[src/rtl/hazard_fwd_ctrl.sv]
// hazard_fwd_ctrl: hazard and forwarding controller for a 5-stage pipeline.
// A 3-entry scoreboard (EX/MEM/WB) holds the destination registers of
// in-flight instructions. Stall/Bubble/Flush are combinational from the
// FSM state and the current inputs. Operand forwarding selects are computed
// from the instruction in ID and registered, so they line up with the cycle
// in which that instruction occupies EX.
module hazard_fwd_ctrl #(
  parameter int ADDR_W    = 5,
  parameter int ZERO_REG  = 31,
  parameter int FLUSH_LEN = 1
) (
  input  logic              clk,
  input  logic              reset,
  input  logic              IdValid,
  input  logic [ADDR_W-1:0] IdRn,
  input  logic [ADDR_W-1:0] IdRm,
  input  logic [ADDR_W-1:0] IdRd,
  input  logic              IdUseRn,
  input  logic              IdUseRm,
  input  logic              IdWrRd,
  input  logic              IdLoad,
  input  logic              BrTaken,
  output logic              Stall,
  output logic              Bubble,
  output logic              Flush,
  output logic [1:0]        FwdA,
  output logic [1:0]        FwdB
);

  localparam logic [ADDR_W-1:0] ZERO_ADDR = ADDR_W'(ZERO_REG);
  localparam int                CNT_W     = 3;
  // Cycles spent in FLUSH after the cycle in which the branch was seen.
  localparam logic [CNT_W-1:0]  FLUSH_RELOAD = CNT_W'(FLUSH_LEN - 1);

  localparam logic [1:0] SEL_RF    = 2'b00;
  localparam logic [1:0] SEL_EXMEM = 2'b01;
  localparam logic [1:0] SEL_MEMWB = 2'b10;
  localparam logic [1:0] SEL_WB    = 2'b11;

  typedef enum logic [1:0] {
    ST_RUN   = 2'd0,
    ST_STALL = 2'd1,
    ST_FLUSH = 2'd2
  } state_t;

  // Scoreboard payload; the valid bit is kept separately so that only the
  // control bit needs a reset.
  typedef struct packed {
    logic [ADDR_W-1:0] rd;
    logic              wr;
    logic              load;
  } sb_pl_t;

  state_t           state_q, state_d;
  logic [CNT_W-1:0] cnt_q, cnt_d;

  logic   ex_vld_q, mem_vld_q, wb_vld_q;
  logic   ex_vld_d;
  sb_pl_t ex_pl_q, mem_pl_q, wb_pl_q;
  sb_pl_t id_pl;

  logic [1:0] fwd_a_q, fwd_b_q;
  logic [1:0] fwd_a_d, fwd_b_d;

  logic load_use;
  logic stall_c, bubble_c, flush_c;

  // True when a scoreboard entry produces the register a source reads.
  function automatic logic src_match(
    input logic              vld,
    input sb_pl_t            pl,
    input logic [ADDR_W-1:0] src,
    input logic              use_src
  );
    src_match = vld & pl.wr & use_src & (pl.rd == src) & (src != ZERO_ADDR);
  endfunction

  // Youngest producer wins. A load sitting in EX cannot supply data yet,
  // so it is skipped here; the load-use stall covers that case.
  function automatic logic [1:0] fwd_select(
    input logic              ex_vld,
    input sb_pl_t            ex_pl,
    input logic              mem_vld,
    input sb_pl_t            mem_pl,
    input logic              wb_vld,
    input sb_pl_t            wb_pl,
    input logic [ADDR_W-1:0] src,
    input logic              use_src
  );
    if (src_match(ex_vld, ex_pl, src, use_src) && !ex_pl.load) begin
      fwd_select = SEL_EXMEM;
    end else if (src_match(mem_vld, mem_pl, src, use_src)) begin
      fwd_select = SEL_MEMWB;
    end else if (src_match(wb_vld, wb_pl, src, use_src)) begin
      fwd_select = SEL_WB;
    end else begin
      fwd_select = SEL_RF;
    end
  endfunction

  // ID entry that would enter EX, and the load-use hazard against EX.
  always_comb begin
    id_pl      = '0;
    id_pl.rd   = IdRd;
    id_pl.wr   = IdWrRd;
    id_pl.load = IdLoad;
    load_use   = ex_vld_q & ex_pl_q.load &
                 (src_match(ex_vld_q, ex_pl_q, IdRn, IdUseRn) |
                  src_match(ex_vld_q, ex_pl_q, IdRm, IdUseRm));
  end

  // Control FSM: next state, flush counter and the stall/bubble/flush strobes.
  always_comb begin
    state_d  = state_q;
    cnt_d    = cnt_q;
    stall_c  = 1'b0;
    bubble_c = 1'b0;
    flush_c  = 1'b0;
    unique case (state_q)
      ST_RUN: begin
        if (BrTaken) begin
          flush_c  = 1'b1;
          bubble_c = 1'b1;
          if (FLUSH_LEN > 1) begin
            state_d = ST_FLUSH;
            cnt_d   = FLUSH_RELOAD;
          end
        end else if (load_use) begin
          stall_c  = 1'b1;
          bubble_c = 1'b1;
          state_d  = ST_STALL;
        end
      end
      ST_STALL: begin
        // The load has moved to MEM; its consumer now forwards instead.
        state_d = ST_RUN;
        if (BrTaken) begin
          flush_c  = 1'b1;
          bubble_c = 1'b1;
          if (FLUSH_LEN > 1) begin
            state_d = ST_FLUSH;
            cnt_d   = FLUSH_RELOAD;
          end
        end
      end
      ST_FLUSH: begin
        flush_c  = 1'b1;
        bubble_c = 1'b1;
        if (BrTaken) begin
          cnt_d = FLUSH_RELOAD;
        end else if (cnt_q <= CNT_W'(1)) begin
          cnt_d   = '0;
          state_d = ST_RUN;
        end else begin
          cnt_d = cnt_q - CNT_W'(1);
        end
      end
      default: begin
        state_d = ST_RUN;
        cnt_d   = '0;
      end
    endcase
    // No strobes are asserted while reset is held.
    if (!reset) begin
      stall_c  = 1'b0;
      bubble_c = 1'b0;
      flush_c  = 1'b0;
    end
  end

  // Next forwarding selects and the valid bit entering the EX slot.
  always_comb begin
    fwd_a_d  = SEL_RF;
    fwd_b_d  = SEL_RF;
    ex_vld_d = 1'b0;
    if (!bubble_c) begin
      fwd_a_d  = fwd_select(ex_vld_q, ex_pl_q, mem_vld_q, mem_pl_q,
                            wb_vld_q, wb_pl_q, IdRn, IdUseRn);
      fwd_b_d  = fwd_select(ex_vld_q, ex_pl_q, mem_vld_q, mem_pl_q,
                            wb_vld_q, wb_pl_q, IdRm, IdUseRm);
      ex_vld_d = IdValid;
    end
  end

  // FSM state and flush counter.
  always_ff @(posedge clk) begin
    if (!reset) begin
      state_q <= ST_RUN;
      cnt_q   <= '0;
    end else begin
      state_q <= state_d;
      cnt_q   <= cnt_d;
    end
  end

  // Scoreboard valid bits shift EX -> MEM -> WB.
  always_ff @(posedge clk) begin
    if (!reset) begin
      ex_vld_q  <= 1'b0;
      mem_vld_q <= 1'b0;
      wb_vld_q  <= 1'b0;
    end else begin
      ex_vld_q  <= ex_vld_d;
      mem_vld_q <= ex_vld_q;
      wb_vld_q  <= mem_vld_q;
    end
  end

  // Scoreboard payload shifts alongside; meaningless while valid is low.
  always_ff @(posedge clk) begin
    ex_pl_q  <= id_pl;
    mem_pl_q <= ex_pl_q;
    wb_pl_q  <= mem_pl_q;
  end

  // Registered forwarding selects, aligned with the instruction in EX.
  always_ff @(posedge clk) begin
    if (!reset) begin
      fwd_a_q <= SEL_RF;
      fwd_b_q <= SEL_RF;
    end else begin
      fwd_a_q <= fwd_a_d;
      fwd_b_q <= fwd_b_d;
    end
  end

  assign Stall  = stall_c;
  assign Bubble = bubble_c;
  assign Flush  = flush_c;
  assign FwdA   = fwd_a_q;
  assign FwdB   = fwd_b_q;

endmodule

[config.mk]
export PLATFORM = sky130hd
export DESIGN_NAME = hazard_fwd_ctrl
export DESIGN_NICKNAME = d
export VERILOG_FILES = /design/src/rtl/hazard_fwd_ctrl.sv
export SDC_FILE = /design/constraint.sdc
export NUM_CORES = 1
export LEC_CHECK = 0
export BUFFER_PORTS_ARGS = -buffer_cell sky130_fd_sc_hd__buf_2
export CAP_MARGIN = 20
export CORE_MARGIN = 4
export CORE_UTILIZATION = 53
export DETAILED_ROUTE_END_ITERATION = 8
export PLACE_DENSITY = 0.81
export SLEW_MARGIN = 20
export SYNTH_ARGS = -nofsm -noshare
export SYNTH_HDL_FRONTEND = slang
export SYNTH_SLANG_ARGS = --single-unit
[constraint.sdc]
create_clock -name clk -period 2.7 [get_ports clk]
set_clock_uncertainty 0.15 [all_clocks]
set_input_delay 0 -clock clk [delete_from_list [all_inputs] [get_ports clk]]
set_output_delay 0 -clock clk [all_outputs]
set_load 0.02 [all_outputs]
* After elaboration in Yosys (flattened, before gate mapping)
Cells that the tools add are included.
** Word-level totals
- Bits of input ports :: 23
- Output and inout bits :: 7
- ROM bits :: 0
- Word-level logic and storage cells :: 90
- Latch bits :: 0
- Flip-flop bits (word level) :: 31
- RAM bits :: 0
- Memories :: 0
** Operators by class
- Multiplexer cells :: 24
- Shift-type cells :: 0
- Reduce and logical (&&, ||, !) cells :: 9
- Equality and inequality tests :: 14
- $lt $le $gt $ge :: 1
- Multiply operators :: 0
- Divide/modulo/power cells :: 0
- Add/subtract/negate cells :: 1
- Bitwise gates (word level) :: 25
** Operator list (number)
- $eq A5 B5 Y1 :: 6
- $and A1 B1 Y1 :: 23
- $mux W2 :: 8
- $mux W1 :: 10
- $ne A5 B5 Y1 const B :: 2
- $ne A2 B2 Y1 const B :: 4
- $mux W3 :: 2
- $pmux W3 S2 :: 1
- $reduce_or A3 Y1 :: 2
- $pmux W2 S2 :: 1
- $reduce_and A4 Y1 :: 1
- $reduce_or A2 Y1 :: 2
- $le A3 B1 Y1 const B :: 1
- $pmux W1 S3 :: 1
- $sub A3 B1 Y3 const B :: 1
- $eq A2 B1 Y1 const B :: 1
- $eq A2 B2 Y1 const B :: 1
- $logic_and A1 B1 Y1 :: 2
- $logic_not A2 Y1 :: 1
- $pmux W1 S2 :: 1
- $logic_not A1 Y1 :: 1
- $not A1 Y1 :: 1
- $or A1 B1 Y1 :: 1

* Longest topological paths before layout
Gate-level depths: netlist of the first run.
- Depth in word-level cells :: 11
- Mapped depth :: 5
- Depth with buffers taken out :: 5

* Worst setup path after synthesis of the first run
OpenSTA, ideal clock, no wires.
- Path type :: reg-to-output
- From :: register ex_pl_q[3] (netlist name)
- To :: output port Stall
- Arrival :: 2.005 ns
- Data required time :: 2.550 ns
- Slack :: 0.545 ns
- Path buffers :: 0
- Stages on the path, launching flop included :: 5
- Cells stage by stage :: dfxtp_1 -> xnor2_1 -> nand4_1 -> or4_4 -> a2111oi_1
** On the way
- Cells in the longest elaborated chain, start to end :: 9
- Elaborated cells on any way between the ends :: 12
- Those cells by class :: eq/ne (2); mux (4); bitwise (6)
** Ends and longest elaborated chain
- start: declaration :: RTL line 59 : sb_pl_t ex_pl_q, mem_pl_q, wb_pl_q;
- start signal: assignment :: RTL line 211 : ex_pl_q <= id_pl;
- $eq A5 B5 Y1 :: RTL line 75 : src_match = vld & pl.wr & use_src & (pl.rd == src) & (src != ZERO_ADDR);
- $and A1 B1 Y1 (2 in a row) :: RTL line 75
- $or A1 B1 Y1 * :: RTL line 108 : (src_match(ex_vld_q, ex_pl_q, IdRn, IdUseRn) |
- $and A1 B1 Y1 * :: RTL line 107 : load_use = ex_vld_q & ex_pl_q.load &
- $mux W1 * :: RTL line 128 : end else if (load_use) begin
- $mux W1 * :: RTL line 121 : if (BrTaken) begin
- $mux W1 * :: RTL line 119 : unique case (state_q)
- $mux W1 * :: RTL line 164 : if (!reset) begin
- end: declaration :: RTL line 23 : output logic Stall,
Every way passes the cells marked *; elsewhere a longest branch is shown, timed or not.

* Worst setup path in the final report of the first run
- From :: register ex_pl_q[5] (netlist name)
- To :: register ex_vld_q
** On the way
- Cells in the longest elaborated chain, start to end :: 10
- Elaborated cells on any way between the ends :: 13
- Those cells by class :: eq/ne (2); mux (4); bitwise (6); reduce/logical (1)
** Ends and longest elaborated chain
- $eq A5 B5 Y1 :: RTL line 75
- $and A1 B1 Y1 (2 in a row) :: RTL line 75
- $or A1 B1 Y1 * :: RTL line 108
- $and A1 B1 Y1 * :: RTL line 107
- $mux W1 * :: RTL line 128
- $mux W1 * :: RTL line 121
- $pmux W1 S3 * :: RTL line 119
- $mux W1 * :: RTL line 164
- $reduce_or A2 Y1 (no source line) *
- end signal: assignment :: RTL line 203 : ex_vld_q <= ex_vld_d;
- end: declaration :: RTL line 57 : logic ex_vld_q, mem_vld_q, wb_vld_q;
Marks and branches as above.
A chain may end at the register's enable or synchronous reset.

==> impl_metrics.json, run 1 <==
{
  "fmax_mhz": 400,
  "r2r_slack_ns": 0.20,
  "drt-pass1-iter-count": 4,
  "rr_worst_depth": 6,
  "fin_ws_ns": 0.198,
  "gp_congestion": 0.847,
  "ctsResizeCount": 0,
  "crit_slowest_cell": "or4_4",
  "layout.nets": 167,
  "synth_area_per_cell_um2": 11.0,
  "die_y_um": 53.1,
  "hp-class": "primary input to flip-flop",
  "crit_chain": "xnor2_1 > nand4_1 > or4_4 > a211oi_4 > nor3b_1 > dlygate4sd3_1",
  "rsz0062_at_grt": "no",
  "critPathArrivalTime_ns": 2.58,
  "required_ns": 2.78,
  "synth_area_leader_cell": "dfxtp_1",
  "ys_warn_count": 0,
  "p_leak_nw": 0.543,
  "seq_area_frac_synth": 0.502,
  "synthTopCellsByArea": "dfxtp_1 50%, xnor2_1 20%, xor2_1 4.9%",
  "p_switching_mw": 0.171,
  "grt_max_degree": 15,
  "internal-power_mw": 0.527,
  "path_class": "flip-flop to flip-flop",
  "initial_utilization": 0.555,
  "io_pins": 30,
  "vias": 870,
  "die_x_um": 53.1,
  "n_fill_cell": 145,
  "dr.first_iter.drc_count": 9,
  "overflow": 0,
  "cts_buffer_depth": 2,
  "ir_drop_v": 0.000407,
  "p_seq_frac": 0.615,
  "cts_root_buffer": "clkbuf_4",
  "syn_nets": 121,
  "rows": 16,
  "finalPower_mw": 0.699,
  "min_from": "IdUseRm",
  "insertion_delay_ns": 0.33,
  "netlist_instances": 98,
  "die_area_mm2": 0.00282,
  "clock_sinks": 27,
  "period_minus_slack_ns": 2.50,
  "post_drt_via_cell_ratio": 5.12,
  "area_growth_pct": 30.2,
  "wl_um": 2340,
  "drv_slew": 0,
  "power.density_mw_per_mm2": 498,
  "switching_share": 0.245,
  "status": "complete, no violations",
  "final-instance-count-excl-fill": 170,
  "synth_top_area_frac": 0.502,
  "drc": 0,
  "finalSetupViolCount": 0,
  "portBuffers": 29,
  "clkSlewWorstSetupHoldPaths_ns": 0.14,
  "r2r-end": "ex_vld_q",
  "synth.distinct_cells": 21,
  "wl_per_cell_um": 13.7,
  "worst_hold_path.num_cells": 5,
  "grt_pass1_wl_um": 3800,
  "ys_ff_latch": 27,
  "post_cts_buffers": 0,
  "critPathMaxFanout": 6,
  "pre_cts_slack_ns": 0.620,
  "min_to": "FwdB[0]",
  "tightest_slew_ns": 0.438,
  "finalHoldViolCount": 0,
  "p_clk_frac": 0.247,
  "pwr-share-comb": 0.138,
  "htree_levels": 1,
  "diodes": 0,
  "antenna_found_initial": 0,
  "cp-start-kind": "flip-flop",
  "critPathMaxStageDelay_ns": 0.57,
  "ant_nets": 0,
  "dpl.hpwl_um": 1800,
  "cts_buffers": 3,
  "r2r-start": "ex_pl_q[5]",
  "period_share": 0.927,
  "slew_headroom": 0.707,
  "grt_use_total": 0.190,
  "coreArea_mm2": 0.00194,
  "setup_tns_ns": 0,
  "dp.cells": 154,
  "max_cap_viol_count": 0,
  "end_kind": "flip-flop",
  "drive_above_1_share": 0.245,
  "syn-cell-area_mm2": 0.00108,
  "grt_pass1_vias": 846,
  "cts_tree": "built"
}
worst max-delay path, delay by kind of cell, from the launching register on:
kind | cells | cell delay, ns
AOI/OAI and AO/OA | 1 | 0.33
xor gates and xnor gates | 1 | 0.15
buffers and inverters | 1 | 0.56
DFF | 1 | 0.42
and+or+nand+nor | 3 | 0.77
layer usage:
layer,track usage,vias up,share of wire
met5,0,-,0
met4,0.0894,0,0.023
met3,0.0366,7,0.044
met2,0.326,24,0.49
met1,0.226,407,0.45
li1,-,432,-
power groups by stage:
| stage | clock network [mW] | registers [mW] | logic, mW |
|---|---|---|---|
| 2_1_floorplan | 0 | 0.435 | 0.0481 |
| 3_3_place_gp | 0 | 0.437 | 0.0817 |
| 3_5_place_dp | 0 | 0.438 | 0.0832 |
| 4_1_cts | 0.178 | 0.430 | 0.0958 |
| 5_1_grt | 0.188 | 0.432 | 0.104 |
| 6_report | 0.172 | 0.430 | 0.0964 |
synth_stat cells, drive strengths merged:
cell     instances
a2111oi          2
o21ai            2
nand4            6
nor3b            1
nand3            2
o22ai            1
a211oi           3
xnor2           24
nor3             1
nor4             3
xor2             6
dfxtp           27
or2              2
nand2b           3
o21a             1
nand2            7
or4              3
nor4bb           1
and2             3
final cells by class:
class / instances / area, um2 / area share
sequential: 27 / 541 / 0.385
multi-input combinational: 71 / 537 / 0.383
timing repair buffer: 41 / 265 / 0.189
tap: 27 / 33.8 / 0.0241
clock buffer: 4 / 26.3 / 0.0187
cell usage in the layout (no fill, tap or decap), types with 2 or more instances in the layout:
cell type      instances
dfxtp_1               27
nand2b_1               3
o21ai_1                2
and2_1                 3
buf_2                 29
nand4_1                6
dlygate4sd3_1         12
a2111oi_1              2
clkbuf_4               3
or2_0                  2
xnor2_1               24
nor4_1                 3
or4_4                  2
nand2_1                7
xor2_1                 6
nand3_1                2
a211oi_1               2
registers in the layout, indices dropped and copies added (netlist names):
name / flops
ex_pl_q: 7
FwdB: 2
FwdA: 2
mem_pl_q: 6
mem_vld_q: 1
wb_pl_q: 6
state_q: 1
ex_vld_q: 1
wb_vld_q: 1
worst max-delay path by stage:
stage | startpoint | end | slack, ns | depth (start not counted)
after detailed placement | ex_pl_q[3] | Stall | 0.62 | 5
after floorplan | ex_pl_q[3] | Stall | 0.55 | 4
final | ex_pl_q[5] | ex_vld_q | 0.20 | 6
after CTS | ex_pl_q[5] | ex_vld_q | 0.20 | 6
after global routing | ex_pl_q[5] | ex_vld_q | 0.13 | 6
after global placement | ex_pl_q[5] | Stall | 0.72 | 5
what timing repair did:
action                                 in CTS  in global routing
setup endpoints to repair                   0                  0
endpoints found under the hold margin      15                  0
hold buffers                               12                  0
cells by family after synthesis:
group	share of synthesized area
xor+xnor	0.244
simple gates	0.181
compound gates	0.0732
flops	0.502
stage by stage:
step           hold WS [ns]  cell area [um2]  utilization
2_1_floorplan        -0.122             1080            -
6_report             0.0153             1400        0.722
4_1_cts              0.0108             1400        0.722
3_3_place_gp        -0.0478             1260        0.647
5_1_grt              0.0639             1400        0.722
3_5_place_dp        -0.0461             1260        0.647
Note: power is estimated with default switching activity, not from simulation.
==> run 2, diff against run 1 <==
--- a/config.mk
+++ b/config.mk
@@ -11,6 +11,7 @@
 export CORE_UTILIZATION = 53
 export DETAILED_ROUTE_END_ITERATION = 8
 export PLACE_DENSITY = 0.81
+export SKIP_LAST_GASP = 1
 export SLEW_MARGIN = 20
 export SYNTH_ARGS = -nofsm -noshare
 export SYNTH_HDL_FRONTEND = slang
==> constraint.sdc (replaced) <==
create_clock -name clk -period 2.7 [get_ports clk]
set_clock_uncertainty 0.15 [all_clocks]
set_input_delay 0.27 -clock clk [delete_from_list [all_inputs] [get_ports clk]]
set_output_delay 0.27 -clock clk [all_outputs]
set_load 0.02 [all_outputs]
==> run 2 against run 1 <==
  * Die area is the same
  * Worst setup slack worse by 0.095 ns
  * Total power is 0.99% lower
  * First-iteration DRC count increased by 130%
  * Maximum frequency decreased by 3.7%
  * Critical path depth unchanged
  * Utilization fell by 1.9 points
  * Largest cell class unchanged
  * Largest power group unchanged
  * Highest routed layer unchanged
  * Sequential power hardly changed
  * Clock-buffer cell count unchanged
  * Critical endpoint is now Bubble
==> impl_metrics.json, run 2 (synthesis gave the netlist of run 1 again) <==
{
  "status": "complete, no violations",
  "ir_drop_v": 0.000419,
  "grt_pass1_wl_um": 3840,
  "layout.nets": 163,
  "max_cap_viol_count": 0,
  "final_area_mm2": 0.00137,
  "cts_tree": "built",
  "crit_chain": "xnor2_1 > nand4_1 > or4_4 > a211oi_4 > o21a_1 > buf_2",
  "critical_path.endpoint": "Bubble",
  "crit_slowest_cell": "or4_4",
  "grt_max_degree": 15,
  "cts_buffer_depth": 2,
  "post_drt_via_cell_ratio": 5.19,
  "power.density_mw_per_mm2": 506,
  "die_x_um": 53.1,
  "die_y_um": 53.1,
  "period_share": 0.962,
  "layout_commonest_cell": "buf_2",
  "fmax_mhz": 385,
  "r2r_slack_ns": 0.67,
  "drc": 0,
  "vias": 862,
  "setup_tns_ns": 0,
  "r2r-start": "ex_pl_q[3]",
  "die_area_mm2": 0.00282,
  "end_kind": "output pin",
  "dr.first_iter.drc_count": 21,
  "overflow": 0,
  "path_class": "flip-flop to output pin",
  "worstSetupStartpoint": "ex_pl_q[3]",
  "reg.largest.list": "ex_pl_q x7, mem_pl_q x6, wb_pl_q x6",
  "layout_common_cells": "29 x buf_2, 26 x dfxtp_1, 24 x xnor2_1",
  "fin_ws_ns": 0.103,
  "slew_headroom": 0.783,
  "drv_slew": 0,
  "wl_um": 2200,
  "hp-class": "primary input to flip-flop",
  "grt_use_total": 0.194,
  "required_ns": 2.28,
  "critPathArrivalTime_ns": 2.18,
  "rr_worst_depth": 6,
  "postLayoutCoreUtil": 0.704,
  "rows": 16,
  "htree_levels": 1,
  "finalHoldViolCount": 0,
  "critPathMaxStageDelay_ns": 0.58,
  "wl_per_cell_um": 13.3,
  "drive_above_1_share": 0.273,
  "initial_utilization": 0.555,
  "ant_nets": 0,
  "period_minus_slack_ns": 2.60,
  "rsz0062_at_grt": "no",
  "finalPower_mw": 0.692,
  "post_dp_cell_area_mm2": 0.00126,
  "tightest_slew_ns": 0.323,
  "seqCellArea_um2": 542,
  "regMostFlops": "ex_pl_q",
  "cp-start-kind": "flip-flop",
  "critPathMaxFanout": 5,
  "io_pins": 30,
  "insertion_delay_ns": 0.32,
  "gp_congestion": 0.868,
  "r2r-end": "FwdA[0]",
  "cts_root_buffer": "clkbuf_4",
  "grt_pass1_vias": 878,
  "pre_cts_slack_ns": 0.408,
  "drt-pass1-iter-count": 4,
  "antenna_found_initial": 0,
  "clkSlewWorstSetupHoldPaths_ns": 0.13,
  "p_leak_nw": 0.523,
  "diodes": 0,
  "finalSetupViolCount": 0,
  "dpl.hpwl_um": 1790,
  "cts_buffers": 3,
  "n_fill_cell": 155,
  "coreArea_mm2": 0.00194,
  "largest_register_ffs": 7,
  "portBuffers": 29,
  "multiInputGateArea_um2": 542,
  "clock_sinks": 27,
  "area_growth_pct": 26.8
}
[run 2: changes by cell type in the layout (fill, tap and decap cells not counted), sizes merged]
cell and delta:
buf +1, dlygate4sd3 -5
[run 2: through the flow]
step,instances,hold slack [ns]
finish,166,0.0422
global route,166,0.0140
detailed placement,154,0.193
global placement,154,0.182
floorplan,98,0.148
CTS,165,0.0306
[run 2: power breakdown]
| group | total, mW | internal (mW) | switching [mW] |
|---|---|---|---|
| logic | 0.0912 | 0.0505 | 0.0407 |
| registers | 0.430 | 0.415 | 0.0146 |
| clock network | 0.171 | 0.0580 | 0.113 |
| total | 0.692 | 0.524 | 0.168 |
[run 2: what timing repair did]
action                                  CTS  global route
hold buffers                              7             0
buffers inserted                          0             1
gates resized for setup                   0             2
hold endpoints to repair                  7             0
endpoints found under the setup margin    0             2
[run 2: worst min-delay path by stage]
stage / to / slack (ns) / startpoint / depth (start not counted)
after floorplan: ex_pl_q[0] / 0.15 / IdLoad / 0
after global placement: wb_pl_q[1] / 0.18 / mem_pl_q[1] / 0
after detailed placement: mem_pl_q[1] / 0.19 / ex_pl_q[1] / 0
after CTS: ex_vld_q / 0.03 / IdValid / 2
after global routing: ex_vld_q / 0.01 / IdValid / 2
final: ex_vld_q / 0.04 / IdValid / 2
[run 2: cell type report]
cell class	instances	area share
Multi-Input combinational cell	71	0.397
Timing Repair Buffer	37	0.163
Sequential cell	27	0.397
Clock buffer	4	0.0192
Tap cell	27	0.0247
[run 2: routing by layer]
metal | global-route usage | part of all wire | vias up
li1 | - | - | 426
met1 | 0.246 | 0.43 | 397
met2 | 0.300 | 0.48 | 30
met3 | 0.0310 | 0.053 | 9
met4 | 0.128 | 0.035 | 0
met5 | 0 | 0 | -
[run 2: critical path, delay by kind of cell, from the launching register on]
family	cells	cell delay [ns]
XOR/XNOR	1	0.20
AO/OA/AOI/OAI	2	0.46
buffers and inverters	1	0.15
AND/OR/NAND/NOR	2	0.68
flip-flops	1	0.36
==> run 3, diff against run 2 <==
--- a/config.mk
+++ b/config.mk
@@ -7,10 +7,13 @@
 export LEC_CHECK = 0
 export BUFFER_PORTS_ARGS = -buffer_cell sky130_fd_sc_hd__buf_2
 export CAP_MARGIN = 20
+export CELL_PAD_IN_SITES_DETAIL_PLACEMENT = 2
+export CELL_PAD_IN_SITES_GLOBAL_PLACEMENT = 2
+export CORE_ASPECT_RATIO = 0.5
 export CORE_MARGIN = 4
-export CORE_UTILIZATION = 53
+export CORE_UTILIZATION = 33
 export DETAILED_ROUTE_END_ITERATION = 8
-export PLACE_DENSITY = 0.81
+export PLACE_DENSITY = 0.8
 export SKIP_LAST_GASP = 1
 export SLEW_MARGIN = 20
 export SYNTH_ARGS = -nofsm -noshare
==> run 3 against run 2 <==
  * Utilization is 25 points lower
  * Worst setup slack improved by 0.035 ns
  * Flip-flop and latch count unchanged
  * Via count grew 2.8%
  * Global-route usage shrank 4.3 points
  * Largest cell class is now multi-input gates
  * Largest power group unchanged
  * Highest routed layer unchanged
==> impl_metrics.json, run 3 (synthesis gave the netlist of run 1 again) <==
{
  "status": "complete, no violations",
  "gp_congestion": 0.759,
  "critical_path.endpoint": "Stall",
  "post_cts_buffers": 0,
  "layout_commonest_cell": "buf_2",
  "finalSetupViolCount": 0,
  "overflow": 0,
  "final_area_mm2": 0.00140,
  "rr_worst_depth": 6,
  "rsz0062_at_grt": "no",
  "cp-start-kind": "flip-flop",
  "finalHoldViolCount": 0,
  "cts_root_buffer": "clkbuf_8",
  "finalHoldWorstSlack_ns": 0.101,
  "htree_levels": 1,
  "wl_per_cell_um": 17.1,
  "fmax_mhz": 390,
  "layout.nets": 163,
  "drv_slew": 0,
  "end_kind": "output pin",
  "period_minus_slack_ns": 2.56,
  "die_y_um": 48.4,
  "insertion_delay_ns": 0.27,
  "regMostFlops": "ex_pl_q",
  "internal-power_mw": 0.571,
  "antenna_found_initial": 0,
  "tightest_slew_ns": 0.384,
  "die_area_mm2": 0.00430,
  "p_clk_frac": 0.303,
  "path_class": "flip-flop to output pin",
  "dp.cells": 168,
  "hp-class": "primary input to flip-flop",
  "diodes": 0,
  "critPathMaxStageDelay_ns": 0.55,
  "final-instance-count-excl-fill": 179,
  "cts_tree": "built",
  "dpl.hpwl_um": 2240,
  "required_ns": 2.28,
  "grt_pass1_wl_um": 4950,
  "power.density_mw_per_mm2": 539,
  "r2r-start": "ex_pl_q[2]",
  "ant_nets": 0,
  "dr.first_iter.drc_count": 12,
  "layout_common_cells": "29 x buf_2, 27 x dfxtp_1, 24 x xnor2_1",
  "area_growth_pct": 30.0,
  "critPathMaxFanout": 4,
  "die_x_um": 88.8,
  "period_share": 0.949,
  "vias": 886,
  "r2r-end": "FwdB[0]",
  "crit_chain": "xnor2_1 > nand4_1 > or4_4 > a2111oi_2 > buf_2",
  "reg.largest.list": "ex_pl_q x7, mem_pl_q x6, wb_pl_q x6",
  "switching_share": 0.243,
  "cts_buffer_depth": 2,
  "p_leak_nw": 0.531,
  "io_pins": 30,
  "cts_buffers": 3,
  "post_dp_cell_area_mm2": 0.00128,
  "slew_headroom": 0.742,
  "drt-pass1-iter-count": 4,
  "clkSlewWorstSetupHoldPaths_ns": 0.09,
  "pwr-share-comb": 0.125,
  "wl_um": 3060,
  "grt_pass1_vias": 968,
  "drive_above_1_share": 0.266,
  "portBuffers": 29,
  "ir_drop_v": 0.000235,
  "drc": 0,
  "p_seq_frac": 0.572,
  "r2r_slack_ns": 0.67,
  "post_drt_via_cell_ratio": 4.95,
  "grt_max_degree": 15,
  "critPathArrivalTime_ns": 2.14,
  "setup_tns_ns": 0,
  "clock_sinks": 27,
  "rows": 14,
  "worstSetupStartpoint": "ex_pl_q[2]",
  "initial_utilization": 0.351,
  "grt_use_total": 0.151,
  "p_switching_mw": 0.183,
  "coreArea_mm2": 0.00307,
  "largest_register_ffs": 7,
  "max_cap_viol_count": 0,
  "crit_slowest_cell": "or4_4"
}
==> run 3: repair_timing <==
item	CTS	global route
endpoints found under the setup margin	0	1
hold buffers	7	0
gates resized for setup	0	1
endpoints found under the hold margin	7	0
==> run 3: how the worst min path moves through the flow <==
stage                       to  cells past startpoint   startpoint  slack, ns
floorplan           ex_pl_q[0]                      0       IdLoad       0.15
global placement    wb_pl_q[1]                      0  mem_pl_q[1]       0.19
detailed placement  wb_pl_q[1]                      0  mem_pl_q[1]       0.20
CTS                   ex_vld_q                      2      IdValid       0.10
global route          ex_vld_q                      2      IdValid        0.1
finish                ex_vld_q                      2      IdValid       0.10
==> run 3: worst max-delay path: cells and delay by family (launching register included) <==
| kind | cells | cell delay, ns |
|---|---|---|
| and+or+nand+nor | 2 | 0.65 |
| AOI/OAI and AO/OA | 1 | 0.40 |
| xor gates and xnor gates | 1 | 0.16 |
| buffers and inverters | 1 | 0.23 |
| DFF | 1 | 0.44 |
==> run 3: area by class of cell <==
class                   count  area [um2]
repair buffers             37         223
clock buffers               4        45.0
flip-flops and latches     27         541
multi-input cells          71         542
well taps                  40        50.0
fillers                   329        1670
==> run 3: metal layers <==
layer | track usage | part of all wire
met1 | 0.189 | 0.42
met2 | 0.260 | 0.51
met3 | 0.0475 | 0.054
met4 | 0.0151 | 0.0069
met5 | 0 | 0
==> run 3: stage by stage <==
stage	total power, mW	worst slack [ns]	util
2_1_floorplan	0.483	0.275	-
3_3_place_gp	0.520	0.437	0.418
3_5_place_dp	0.525	0.409	0.418
4_1_cts	0.760	0.0986	0.455
5_1_grt	0.793	0.0203	0.457
6_report	0.754	0.138	0.457
==> run 3: power by group through the flow <==
stage          registers [mW]  logic, mW  clock network (mW)
5_1_grt                 0.434      0.104               0.255
3_3_place_gp            0.439     0.0805                   0
2_1_floorplan           0.435     0.0481                   0
6_report                0.431     0.0946               0.228
3_5_place_dp            0.441     0.0843                   0
4_1_cts                 0.432     0.0935               0.235
